===== config.mk =====
export PLATFORM = sky130hd
export DESIGN_NAME = seq_bit_serializer
export DESIGN_NICKNAME = d
export VERILOG_FILES = /design/src/rtl/seq_bit_serializer.sv
export SDC_FILE = /design/constraint.sdc
export NUM_CORES = 1
export LEC_CHECK = 0
export ABC_AREA = 1
export ABC_CLOCK_PERIOD_IN_PS = 1900
export BUFFER_PORTS_ARGS = -buffer_cell sky130_fd_sc_hd__buf_2
export CELL_PAD_IN_SITES_DETAIL_PLACEMENT = 1
export CELL_PAD_IN_SITES_GLOBAL_PLACEMENT = 2
export CORE_MARGIN = 2
export CORE_UTILIZATION = 25
export CTS_CLUSTER_SIZE = 30
export DETAILED_ROUTE_END_ITERATION = 16
export PLACE_DENSITY = 0.59
export SLEW_MARGIN = 30
export SYNTH_ARGS = -nofsm -noshare
export SYNTH_HDL_FRONTEND = slang
export SYNTH_SLANG_ARGS = --single-unit

===== constraint.sdc =====
create_clock -name clk -period 1.9 [get_ports clk]
set_input_delay 0.38 -clock clk [delete_from_list [all_inputs] [get_ports clk]]
set_output_delay 0.38 -clock clk [all_outputs]
set_load 0.005 [all_outputs]

===== src/rtl/seq_bit_serializer.sv =====
// Parallel-to-serial feeder for the Moore sequence detector: accepts words over
// valid/ready and streams them one bit per clock, with a one-word pending slot.
module seq_bit_serializer #(
  parameter int WIDTH     = 8,
  parameter bit MSB_FIRST = 1'b1,
  parameter bit IDLE_BIT  = 1'b0
) (
  input  logic             clk,
  input  logic             rst,
  input  logic [WIDTH-1:0] load_data,
  input  logic             load_valid,
  output logic             load_ready,
  output logic             ser_out,
  output logic             ser_valid,
  output logic             word_done,
  output logic             busy
);

  localparam int CNT_W = $clog2(WIDTH);
  localparam logic [CNT_W-1:0] LAST = CNT_W'(WIDTH - 1);

  typedef enum logic {IDLE, SHIFT} state_t;

  state_t           state, state_nxt;
  logic [WIDTH-1:0] sreg, sreg_nxt;
  logic [WIDTH-1:0] pend, pend_nxt;
  logic             pend_full, pend_full_nxt;
  logic [CNT_W-1:0] cnt, cnt_nxt;
  logic             ser_out_nxt, ser_valid_nxt, word_done_nxt, busy_nxt;
  logic             accept, last_bit;

  function automatic logic pick_bit(input logic [WIDTH-1:0] word,
                                    input logic [CNT_W-1:0] pos);
    if (MSB_FIRST) return word[LAST - pos];
    else           return word[pos];
  endfunction

  assign load_ready = rst & ~pend_full;
  assign accept     = load_valid & load_ready;
  assign last_bit   = (state == SHIFT) && (cnt == LAST);

  always_comb begin
    state_nxt     = state;
    sreg_nxt      = sreg;
    cnt_nxt       = cnt;
    pend_nxt      = pend;
    pend_full_nxt = pend_full;
    case (state)
      IDLE: begin
        if (accept) begin
          state_nxt = SHIFT;
          sreg_nxt  = load_data;
          cnt_nxt   = '0;
        end
      end
      SHIFT: begin
        if (!last_bit) begin
          cnt_nxt = cnt + 1'b1;
          if (accept) begin
            pend_nxt      = load_data;
            pend_full_nxt = 1'b1;
          end
        end else if (pend_full) begin
          // Pending word follows immediately; accept is impossible here since ready is low.
          sreg_nxt      = pend;
          cnt_nxt       = '0;
          pend_full_nxt = 1'b0;
        end else if (accept) begin
          sreg_nxt = load_data;
          cnt_nxt  = '0;
        end else begin
          state_nxt = IDLE;
        end
      end
      default: state_nxt = IDLE;
    endcase

    // Outputs are registered from the next-state view so the first bit lands one cycle after accept.
    ser_valid_nxt = (state_nxt == SHIFT);
    ser_out_nxt   = ser_valid_nxt ? pick_bit(sreg_nxt, cnt_nxt) : IDLE_BIT;
    word_done_nxt = ser_valid_nxt && (cnt_nxt == LAST);
    busy_nxt      = ser_valid_nxt | pend_full_nxt;
  end

  always_ff @(posedge clk or negedge rst) begin
    if (!rst) begin
      state     <= IDLE;
      sreg      <= '0;
      cnt       <= '0;
      pend      <= '0;
      pend_full <= 1'b0;
      ser_out   <= IDLE_BIT;
      ser_valid <= 1'b0;
      word_done <= 1'b0;
      busy      <= 1'b0;
    end else begin
      state     <= state_nxt;
      sreg      <= sreg_nxt;
      cnt       <= cnt_nxt;
      pend      <= pend_nxt;
      pend_full <= pend_full_nxt;
      ser_out   <= ser_out_nxt;
      ser_valid <= ser_valid_nxt;
      word_done <= word_done_nxt;
      busy      <= busy_nxt;
    end
  end

endmodule


* Word level (Yosys, flattened, before mapping)
Index checks and enable logic that the tools add are counted.
** Storage, ports and cells
- Register bits :: 24
- Word-level logic and storage cells :: 40
- Output and inout bits :: 5
** Operators by class
- Reduce and logical (&&, ||, !) cells :: 3
- Equal/unequal tests :: 2
- Add/sub/neg operators :: 2
- Multiplexer cells :: 18
- Bitwise gates (word level) :: 6
- $lt $le $gt $ge :: 1
** Operators with widths (number)
- 8-bit 2-to-1 mux :: 3
- 8-bit one-hot mux with 2 select lines :: 1
- 3-bit 2-to-1 mux :: 3
- 1-bit 2-to-1 mux :: 8
- 3-bit equality test (second input constant) :: 2
- 3-bit one-hot mux with 2 select lines :: 1
- 3-bit by 4-bit < comparator with 1-bit output (second input constant) :: 1
- 3-bit by 1-bit adder with 3-bit output (second input constant) :: 1
- 1-bit binary-select mux with 3-bit select :: 1
- 1-bit inverter :: 3
- 3-bit AND reduction :: 1
- 3-bit subtractor (first input constant) :: 1
- 1-bit AND :: 2
- 1-bit logical AND :: 2
- 1-bit one-hot mux with 2 select lines :: 1
- 1-bit OR :: 1

* Longest topological paths before layout
Gate-level depths: netlist of the first run.
- Depth after elaboration :: 11
- Mapped depth :: 13

* Worst setup path before layout of the first run
No wires, ideal clock.
- Path kind :: reg-to-reg
- Start :: register cnt[0]
- End :: register ser_out
- Cell stages (with the launch flop) :: 14
- Slack :: 0.185 ns
- Library setup time :: 0.117 ns
- Buffers on the path :: 1
- Arrival time :: 1.598 ns
- Clock period less this slack :: 1.715 ns
- Required time :: 1.783 ns
- Path through :: dfrtp_1 -> ha_1 -> ha_1 -> inv_1 -> nand2_1 -> buf_2 -> nor2_1 -> a21oi_1 -> nand2_1 -> nand2_1 -> nand3_1 -> nand2_1 -> nor2_1 -> nor2_1
** On the way
- Longest elaborated chain between the ends :: 8
- Elaborated cells between the ends (all ways) :: 15
- Those cells by class :: 2 x add/sub; 1 x eq/ne; 11 x mux; 1 x reduce/logical
** RTL lines
- start: declaration :: line 28 : logic [CNT_W-1:0] cnt, cnt_nxt;
- start signal: assignment :: line 99 : cnt <= cnt_nxt;
- branches (longest 7 deep; another with 3-bit by 1-bit adder with 3-bit output)
- 1-bit 2-to-1 mux (*) :: line 80 : ser_out_nxt = ser_valid_nxt ? pick_bit(sreg_nxt, cnt_nxt) : IDLE_BIT;
- named net ser_out_nxt :: line 29 : logic ser_out_nxt, ser_valid_nxt, word_done_nxt, busy_nxt;
- end signal: assignment :: line 102 : ser_out <= ser_out_nxt;
- end: declaration :: line 13 : output logic ser_out,
Mark *: on every way through the listed nets, which the timed path passes. The select of a mux whose other input is x is not followed.
A chain may end at the register's enable or synchronous reset.

* Final worst setup path of the first run
- Start :: register cnt[1]
- End :: register ser_out
The elaborated chain is that of the path after synthesis.

==> impl_metrics.csv, run 1 <==
group,metric,value,unit
clocking,cts_root_buf,"clkbuf_8",
power_and_ir_drop,leakage,0.818,nW
setup_path,critPathMaxStageDelay,0.41,ns
floorplanning,ios,16,
placement,post-place-ws,-0.0430,ns
clocking,cts.sinks,24,
synth,yosysSeqAreaShare,0.490,
sta,final.setup_skew,0.00178,ns
drt,viasPerCell,4.51,
drt,vias,1176,
setup_path,cp_num_buf_inv,2,
synth,avgSynthCellArea,7.61,um^2
synth,synthTopCellsByArea,"dfrtp_1, nand2_1, nand3_1",
floorplanning,core-area,4720,um^2
synth,synth_area,1220,um^2
sta,slew_violations,0,
synth,synth_seq_cells,24,
drt,wl_met2,1790,um
synth,syn-num-nets,174,
drt,dr.pass1.iters,3,
drt,wl_met3,64,um
sta,post-route-period-util,0.947,
sta,period_needed,1.80,ns
power_and_ir_drop,powerDensity,1950,nW/um^2
sta,setup_slack,0.101,ns
synth,syn_inst,161,
synth,ys_warn_count,0,
setup_path,critPathSlowestCell,"dfrtp_1",
sta,rsz0062_at_grt,"true",
layout,postLayoutCoreUtil,0.345,
sta,tightest_slew,0.316,ns
placement,gp_congestion,0.798,
floorplanning,start_util,0.259,
floorplanning,die_width,74.0,um
setup_path,crit_chain,"ha_2 -> ha_4 -> inv_4 -> nand2_4 -> o211ai_1 -> buf_4 -> nand3_1 -> nand2_1 -> nor2_2 -> nor2_1",
flow_run,max_cap_violations,0,
clocking,cts_htree_levels,1,
global_route,grt_pass1_wl,6000,um
placement,place_area,1460,um^2
clocking,cts_tree,"done",
power_and_ir_drop,ir_worst_vdd,624,uV
drt,avgRoutedWirePerCell,14.0,um
sta,tns,0,ns
clocking,clkSlewWorstSetupHoldPaths,0.09,ns
global_route,grt_overflow,0,
global_route,grt_pass1_vias,1206,
drt,drt-total-wl,3650,um
synth,synth.distinct_cells,19,
layout,layout.nets,208,
drt,drt-initial-drc-count,16,
sta,setup_viol,0,
drt,drc,0,
layout,drive_gt1_frac,0.289,
drt,final_antenna_net_count,0,
drt,wl_met1,1780,um
hold_path,hp-class,"in -> async",
clocking,hold_buffers,0,
clocking,cts_buffers,3,
global_route,grt.total_usage,0.145,
floorplanning,die_area,5480,um^2
clocking,clock_path_buffers,2,
setup_path,end_kind,"flop",
layout,antenna_cells,0,
sta,slew_headroom,0.789,
sta,max_freq,556,MHz
floorplanning,dieHeight,74.0,um
setup_path,critPathTopFamily,"flip-flops",
layout,final_area,1630,um^2
sta,final_hold_viol_count,0,
layout,area_growth,32.9,%
status,status,"finished, final reports clean",
global_route,grt_max_degree,16,
synth,synth_top_area_cell,"dfrtp_1",
global_route,antenna_found_initial,0,
setup_path,crit_type,"reg -> reg",
setup_path,cp.arrival,2.00,ns
setup_path,crit_path_start_kind,"flop",
placement,port_buffers,15,
synth,synth_top_area_share,0.490,
setup_path,worstPathRequired,2.10,ns
floorplanning,row_count,25,
setup_path,crit_fanout,7,
placement,dp_hpwl,2820,um
drt,maxUsedRoutingLayer,"met4",
clocking,worstSkewPairLatency,0.27,ns
[cells in the final DEF (no fill, tap or decap)]
| master | instances |
|---|---|
| a21oi_1 | 7 |
| a21oi_2 | 1 |
| buf_2 | 15 |
| buf_4 | 16 |
| buf_6 | 2 |
| bufinv_16 | 1 |
| clkbuf_8 | 3 |
| dfrtp_1 | 24 |
| ha_2 | 1 |
| ha_4 | 1 |
| inv_1 | 18 |
| inv_2 | 3 |
| inv_4 | 2 |
| mux2_2 | 1 |
| nand2_1 | 42 |
| nand2_2 | 2 |
| nand2_4 | 2 |
| nand3_1 | 21 |
| nand3_2 | 3 |
| nand4_1 | 2 |
| nor2_1 | 13 |
| nor2_2 | 2 |
| nor3_1 | 1 |
| o211ai_1 | 1 |
| o21ai_0 | 9 |
| o21ai_2 | 1 |
[cells by family after synthesis]
| group | count (synthesis) | synth area share |
|---|---|---|
| AND/OR/NAND/NOR | 88 | 0.305 |
| flip-flops | 24 | 0.490 |
| AO/OA/AOI/OAI | 19 | 0.0827 |
| multiplexers | 1 | 0.00919 |
| adder cells (fa/ha/maj) | 2 | 0.0204 |
| buffers and inverters | 27 | 0.0919 |
[Yosys cell counts]
cell      count
nand4_1       2
a21oi_2       1
o211ai_1      1
dfrtp_1      24
o21ai_1       1
a21oi_1       7
nand2_1      46
nor2_2        1
mux2_2        1
inv_2         4
nor2_1       14
nand3_1      23
buf_6         1
o21ai_0       9
ha_1          2
buf_2         3
inv_1        19
nor3_1        1
nand3_2       1
[path summary, 6_finish.rpt]
kind,from,to,slack [ns],depth (start not counted)
setup / recovery,cnt[1],ser_out,0.10,10
max in group asynchronous,rst,sreg[3],1.62,2
hold reg to reg,pend[6],pend[6],0.54,1
hold / removal,rst,pend[7],0.08,2
min in group clk,load_data[1],pend[1],0.33,3
setup reg to reg,cnt[1],ser_out,0.10,10
[power breakdown]
part / internal, mW / total [mW] / switching [mW] / leakage, nW
clock network: 0.282 / 0.456 / 0.175 / 0.0357
registers: 0.766 / 0.920 / 0.154 / 0.276
logic: 0.760 / 1.80 / 1.04 / 0.506
total: 1.81 / 3.18 / 1.37 / 0.818
[cell type report]
cell class | instances | area [um^2]
clock inverter | 1 | 30.0
sequential | 24 | 601
tap | 67 | 83.8
multi-input combinational | 110 | 563
timing repair buffer | 33 | 218
inverter | 23 | 91.3
clock buffer | 3 | 41.3
fill | 586 | 3100
[through the flow]
step                hold WS (ns)  std cells  power [mW]
global placement           0.379        252        2.40
detailed placement         0.384        252        2.45
global route              0.0836        261        3.50
floorplan                 0.0844        161        1.86
CTS                       0.0833        256        2.94
finish                    0.0840        261        3.18
[routing by layer]
| layer | vias to the layer above | track usage |
|---|---|---|
| li1 | 580 | - |
| met1 | 584 | 0.194 |
| met2 | 10 | 0.248 |
| met3 | 2 | 0.0203 |
| met4 | 0 | 0.0364 |
| met5 | - | 0 |
[state kept, by name, summed over array words and instances (netlist names)]
name,cells
pend,8
ser_out,1
cnt,3
state,1
busy,1
word_done,1
sreg,8
pend_full,1
[timing repair]
action	CTS	global route
pin swaps	0	8
resized for setup	2	17
setup buffers	0	4
endpoints found under the setup margin	1	9
cloned	0	1
Power figures use the tool's default switching activity.
==> run 2, diff against run 1 <==
ABC_AREA = not set   (was 1)
PLACE_DENSITY = 0.53   (was 0.59)
==> impl_metrics.csv, run 2 <==
group,metric,value,unit
global_route,antenna_found_initial,0,
sta,slew_violations,0,
synth,synthSimpleGateAreaFrac,0.119,
floorplanning,ios,16,
placement,dp_hpwl,2510,um
clocking,cts_htree_levels,1,
sta,slew_headroom,0.727,
layout,final_area,1640,um^2
synth,yosysSeqAreaShare,0.526,
global_route,grt_pass1_wl,5560,um
synth,synth_xor_area_frac,0,
setup_path,critPathSlowestCell,"dfrtp_1",
synth,synth_top_area_share,0.526,
layout,final_cell_mix,"buf_4, dfrtp_1, nand2_1",
power_and_ir_drop,p_sw_frac,0.362,
clocking,clkSlewWorstSetupHoldPaths,0.09,ns
synth,syn_inst,100,
sta,max_freq,506,MHz
sta,tns,-0.0779,ns
global_route,grt.total_usage,0.141,
power_and_ir_drop,p_int,1.95,mW
drt,dr.pass1.iters,2,
setup_path,crit_type,"reg -> reg",
placement,port_buffers,15,
floorplanning,row_count,24,
global_route,grt_max_degree,14,
placement,post-place-ws,-0.0293,ns
synth,ys_warn_count,0,
drt,final_antenna_net_count,0,
sta,hold-worst-slack,0.0810,ns
synth,netlist_top_cells_count,"dfrtp_1, nand2_1, a32oi_1",
synth,post-synth-top-count-cell,"dfrtp_1",
placement,place_inst,192,
layout,area_growth,43.2,%
clocking,cts_root_buf,"clkbuf_8",
placement,gp_congestion,0.731,
clocking,cts_tree,"done",
layout,postLayoutCoreUtil,0.373,
synth,synth.distinct_cells,27,
drt,drc,0,
power_and_ir_drop,switchingPower,1.11,mW
layout,drive_gt1_frac,0.520,
global_route,grt_overflow,0,
placement,place_area,1520,um^2
layout,seq_area,601,um^2
sta,period_needed,1.98,ns
synth,synth_top_area_cell,"dfrtp_1",
global_route,grt_pass1_vias,1145,
setup_path,crit_path_start_kind,"flop",
clocking,cts_buffers,3,
layout,final_cells,200,
power_and_ir_drop,pwr-share-clk,0.115,
setup_path,critPathTopFamily,"compound AO/OA/AOI/OAI gates",
synth,avgSynthCellArea,11.4,um^2
layout,layout.nets,162,
power_and_ir_drop,leakage,0.744,nW
synth,synth_seq_cells,24,
setup_path,worstPathRequired,2.06,ns
flow_run,max_cap_violations,0,
floorplanning,die_area,5130,um^2
synth,synth_area,1140,um^2
clocking,clock_path_buffers,2,
floorplanning,dieHeight,71.6,um
floorplanning,core-area,4380,um^2
drt,drt-initial-drc-count,33,
setup_path,crit_chain,"ha_2 -> ha_4 -> inv_2 -> o21ai_4 -> a31oi_4 -> mux2_4 -> o31a_1 -> o211a_1",
sta,final_hold_viol_count,0,
synth,synth_mux_area_frac,0.127,
setup_path,end_kind,"flop",
power_and_ir_drop,powerDensity,1870,nW/um^2
setup_path,cp.arrival,2.13,ns
sta,final.setup_skew,0.00475,ns
synth,async_flop_share,1.00,
drt,vias,1000,
layout,reg_top3,"pend (8), sreg (8), cnt (3)",
floorplanning,start_util,0.261,
sta,setup_slack,-0.0779,ns
floorplanning,die_width,71.6,um
synth,synthTopCellsByArea,"dfrtp_1, mux2_2, a32oi_1",
synth,synth_fa_ha_area_frac,0.0219,
sta,setup_viol,1,
clocking,cts.sinks,24,
sta,rsz0062_at_grt,"true",
layout,antenna_cells,0,
setup_path,cp_num_buf_inv,1,
clocking,worstSkewPairLatency,0.27,ns
synth,synth_edf_count,0,
power_and_ir_drop,p_comb_frac,0.582,
drt,avgRoutedWirePerCell,16.8,um
synth,synth_top_family_by_area,"compound AO/OA/AOI/OAI gates",
status,status,"finished, violations left",
hold_path,hp-class,"in -> async",
synth,syn-num-nets,113,
synth,synth_ff_type,"dfrtp_1",
sta,post-route-period-util,1.04,
sta,tightest_slew,0.410,ns
synth,synth_compound_area_frac,0.165,
power_and_ir_drop,sequentialPowerShare,0.303,
drt,drt-total-wl,3360,um
power_and_ir_drop,ir_worst_vdd,648,uV
power_and_ir_drop,total_power,3.06,mW
layout,fillCellCount,496,
layout,multi_input_comb_area,566,um^2
layout,final_common_cell,"buf_4",
drt,viasPerCell,5.00,
status,violations,"setup timing",
setup_path,crit_fanout,5,
clocking,hold_buffers,0,
setup_path,critPathMaxStageDelay,0.37,ns
==> run 2: layout make-up <==
| class | instances | share of cell area |
|---|---|---|
| Sequential cell | 24 | 0.367 |
| Timing Repair Buffer | 49 | 0.207 |
| Tap cell | 52 | 0.0398 |
| Multi-Input combinational cell | 68 | 0.346 |
| Clock buffer | 4 | 0.0337 |
| Inverter | 3 | 0.00689 |
==> run 2: final timing paths <==
path	from	endpoint	slack, ns	depth (start not counted)
max reg2reg	cnt[1]	ser_out	-0.08	8
min reg2reg	pend[1]	pend[1]	0.52	1
min	rst	pend[7]	0.08	2
max in group asynchronous	rst	ser_out	1.63	2
max	cnt[1]	ser_out	-0.08	8
min in group clk	load_data[7]	pend[7]	0.36	2
==> run 2: power by group through the flow <==
stage	registers (mW)	clock network [mW]	logic, mW
floorplan	0.908	0	0.931
finish	0.927	0.351	1.78
global placement	0.921	0	1.62
CTS	0.920	0.367	1.74
detailed placement	0.934	0	1.65
global route	0.960	0.390	1.93
==> run 2: kinds of logic after synthesis <==
group | count (synthesis)
muxes | 13
buffers and inverters | 8
adders and majority gates | 2
and+or+nand+nor | 29
AOI/OAI and AO/OA | 24
DFF | 24
==> run 2: timing repair <==
action	CTS	global route
setup buffers	3	1
gates resized for setup	2	4
pin swaps	1	1
setup endpoints to repair	1	1
==> run 2: routing by layer <==
| layer | share of wire | vias up | global-route usage |
|---|---|---|---|
| met5 | 0 | - | 0 |
| met4 | 0.011 | 0 | 0.0335 |
| met3 | 0.035 | 4 | 0.0309 |
| met2 | 0.52 | 16 | 0.258 |
| met1 | 0.43 | 512 | 0.168 |
| li1 | - | 468 | - |
==> run 3, diff against run 2 <==
ABC_CLOCK_PERIOD_IN_PS = 1650   (was 1900)
PLACE_DENSITY = 0.55   (was 0.53)
clock period = 1.65 ns   (was 1.9 ns; I/O delays follow)
==> impl_metrics.csv, run 3 (synthesis gave the netlist of run 2 again) <==
group,metric,value,unit
placement,post-place-ws,-0.345,ns
floorplanning,die_area,5130,um^2
setup_path,rr_startpoint,"cnt[1]",
drt,wl_met1,1430,um
global_route,antenna_found_initial,0,
drt,viasPerCell,4.80,
clocking,cts.sinks,24,
drt,wl_met3,111,um
layout,drive_gt1_frac,0.510,
layout,reg_top3,"pend (8), sreg (8), cnt (3)",
drt,wl_met2,1630,um
drt,drt-initial-drc-count,61,
sta,final_hold_viol_count,0,
floorplanning,ios,16,
sta,period_needed,1.94,ns
clocking,clkSlewWorstSetupHoldPaths,0.09,ns
sta,slew_violations,0,
flow_run,max_cap_violations,0,
clocking,cts_root_buf,"clkbuf_8",
power_and_ir_drop,leakage,0.757,nW
drt,avgRoutedWirePerCell,16.2,um
sta,tightest_slew,0.339,ns
layout,multi_input_comb_area,611,um^2
global_route,grt.total_usage,0.137,
clocking,cts_tree,"done",
layout,seq_area,601,um^2
hold_path,hp-class,"in -> async",
sta,rsz0062_at_grt,"true",
global_route,grt_pass1_vias,1080,
drt,drt-total-wl,3190,um
setup_path,end_kind,"flop",
drt,vias,945,
floorplanning,core-area,4380,um^2
global_route,grt_overflow,0,
placement,dp_hpwl,2490,um
status,violations,"setup timing",
sta,slew_headroom,0.774,
placement,port_buffers,15,
drt,maxUsedRoutingLayer,"met4",
setup_path,crit_path_start_kind,"flop",
setup_path,r2r_cells,8,
setup_path,reg2reg_to,"ser_out",
placement,gp_congestion,0.769,
setup_path,crit_fanout,6,
layout,area_growth,47.2,%
clocking,cts_buffers,3,
drt,drc,0,
layout,final_common_cell,"buf_4",
clocking,clock_path_buffers,2,
clocking,hold_buffers,0,
layout,fillCellCount,495,
sta,max_freq,517,MHz
sta,final.setup_skew,0.00825,ns
drt,dr.pass1.iters,4,
power_and_ir_drop,total_power,3.56,mW
layout,antenna_cells,0,
setup_path,worstPathRequired,1.80,ns
power_and_ir_drop,ir_worst_vdd,748,uV
sta,setup_slack,-0.285,ns
layout,layout.nets,159,
sta,post-route-period-util,1.17,
layout,postLayoutCoreUtil,0.384,
clocking,cts_htree_levels,1,
floorplanning,dieHeight,71.6,um
drt,final_antenna_net_count,0,
layout,final_cell_mix,"buf_4, dfrtp_1, nand2_1",
global_route,grt_pass1_wl,5350,um
setup_path,cp.arrival,2.09,ns
setup_path,crit_type,"reg -> reg",
clocking,worstSkewPairLatency,0.27,ns
floorplanning,start_util,0.261,
status,status,"finished, violations left",
power_and_ir_drop,powerDensity,2120,nW/um^2
setup_path,r2r_setup_slack,-0.29,ns
sta,setup_viol,11,
global_route,grt_max_degree,15,
floorplanning,die_width,71.6,um
floorplanning,row_count,24,
-- run 3: cell count changes in the layout (fill, tap and decap cells not counted), moves of 2 or more --
cell	change
o22ai_1	+2
buf_6	+3
mux2_2	-8
buf_4	-7
o22ai_2	-2
mux2_4	+8
-- run 3: worst max-delay path by stage --
stage / startpoint / endpoint / slack [ns] / cells after the start
floorplan: cnt[0] / ser_out / -0.27 / 8
global placement: cnt[1] / ser_out / -0.29 / 9
detailed placement: cnt[1] / ser_out / -0.35 / 9
CTS: cnt[1] / ser_out / -0.33 / 9
global route: cnt[1] / ser_out / -0.38 / 9
finish: cnt[1] / ser_out / -0.29 / 8
-- run 3: area by class of cell --
cell class | count | share of cell area
Multi-Input combinational cell | 68 | 0.363
Inverter | 3 | 0.00670
Clock buffer | 4 | 0.0327
Tap cell | 52 | 0.0387
Sequential cell | 24 | 0.357
Timing Repair Buffer | 46 | 0.202
-- run 3: worst max-delay path, cell delays in order (launching register included) --
cell and delay [ns]:
dfrtp_1 0.43, ha_4 0.18, ha_4 0.18, buf_4 0.14
o22ai_1 0.17, a32oi_1 0.10, mux2_4 0.28, o31a_1 0.24
o211a_1 0.11
-- run 3: layer usage --
metal,up-vias,global-route usage
li1,460,-
met1,469,0.179
met2,14,0.237
met3,2,0.0239
met4,0,0.0314
met5,-,0
-- run 3: what timing repair did --
action,in CTS,in global routing
resized for setup,16,4
cloned,0,0
pin swaps,3,2
setup buffers,1,1
endpoints found under the setup margin,11,14
-- run 3: through the flow --
| step | hold slack (ns) | TNS, ns | cells | instance area [um^2] |
|---|---|---|---|---|
| after global placement | 0.318 | -1.20 | 192 | 1530 |
| after global routing | 0.0259 | -1.67 | 197 | 1680 |
| final | 0.0116 | -0.957 | 197 | 1680 |
| after detailed placement | 0.316 | -1.67 | 192 | 1530 |
| after CTS | 0.0170 | -0.983 | 197 | 1660 |
| after floorplan | 0.0344 | -0.444 | 100 | 1200 |
-- run 3: power by group --
| group | switching (mW) | internal, mW |
|---|---|---|
| sequential | 0.197 | 0.879 |
| combinational | 0.884 | 1.20 |
| clock | 0.194 | 0.213 |
| total | 1.28 | 2.29 |
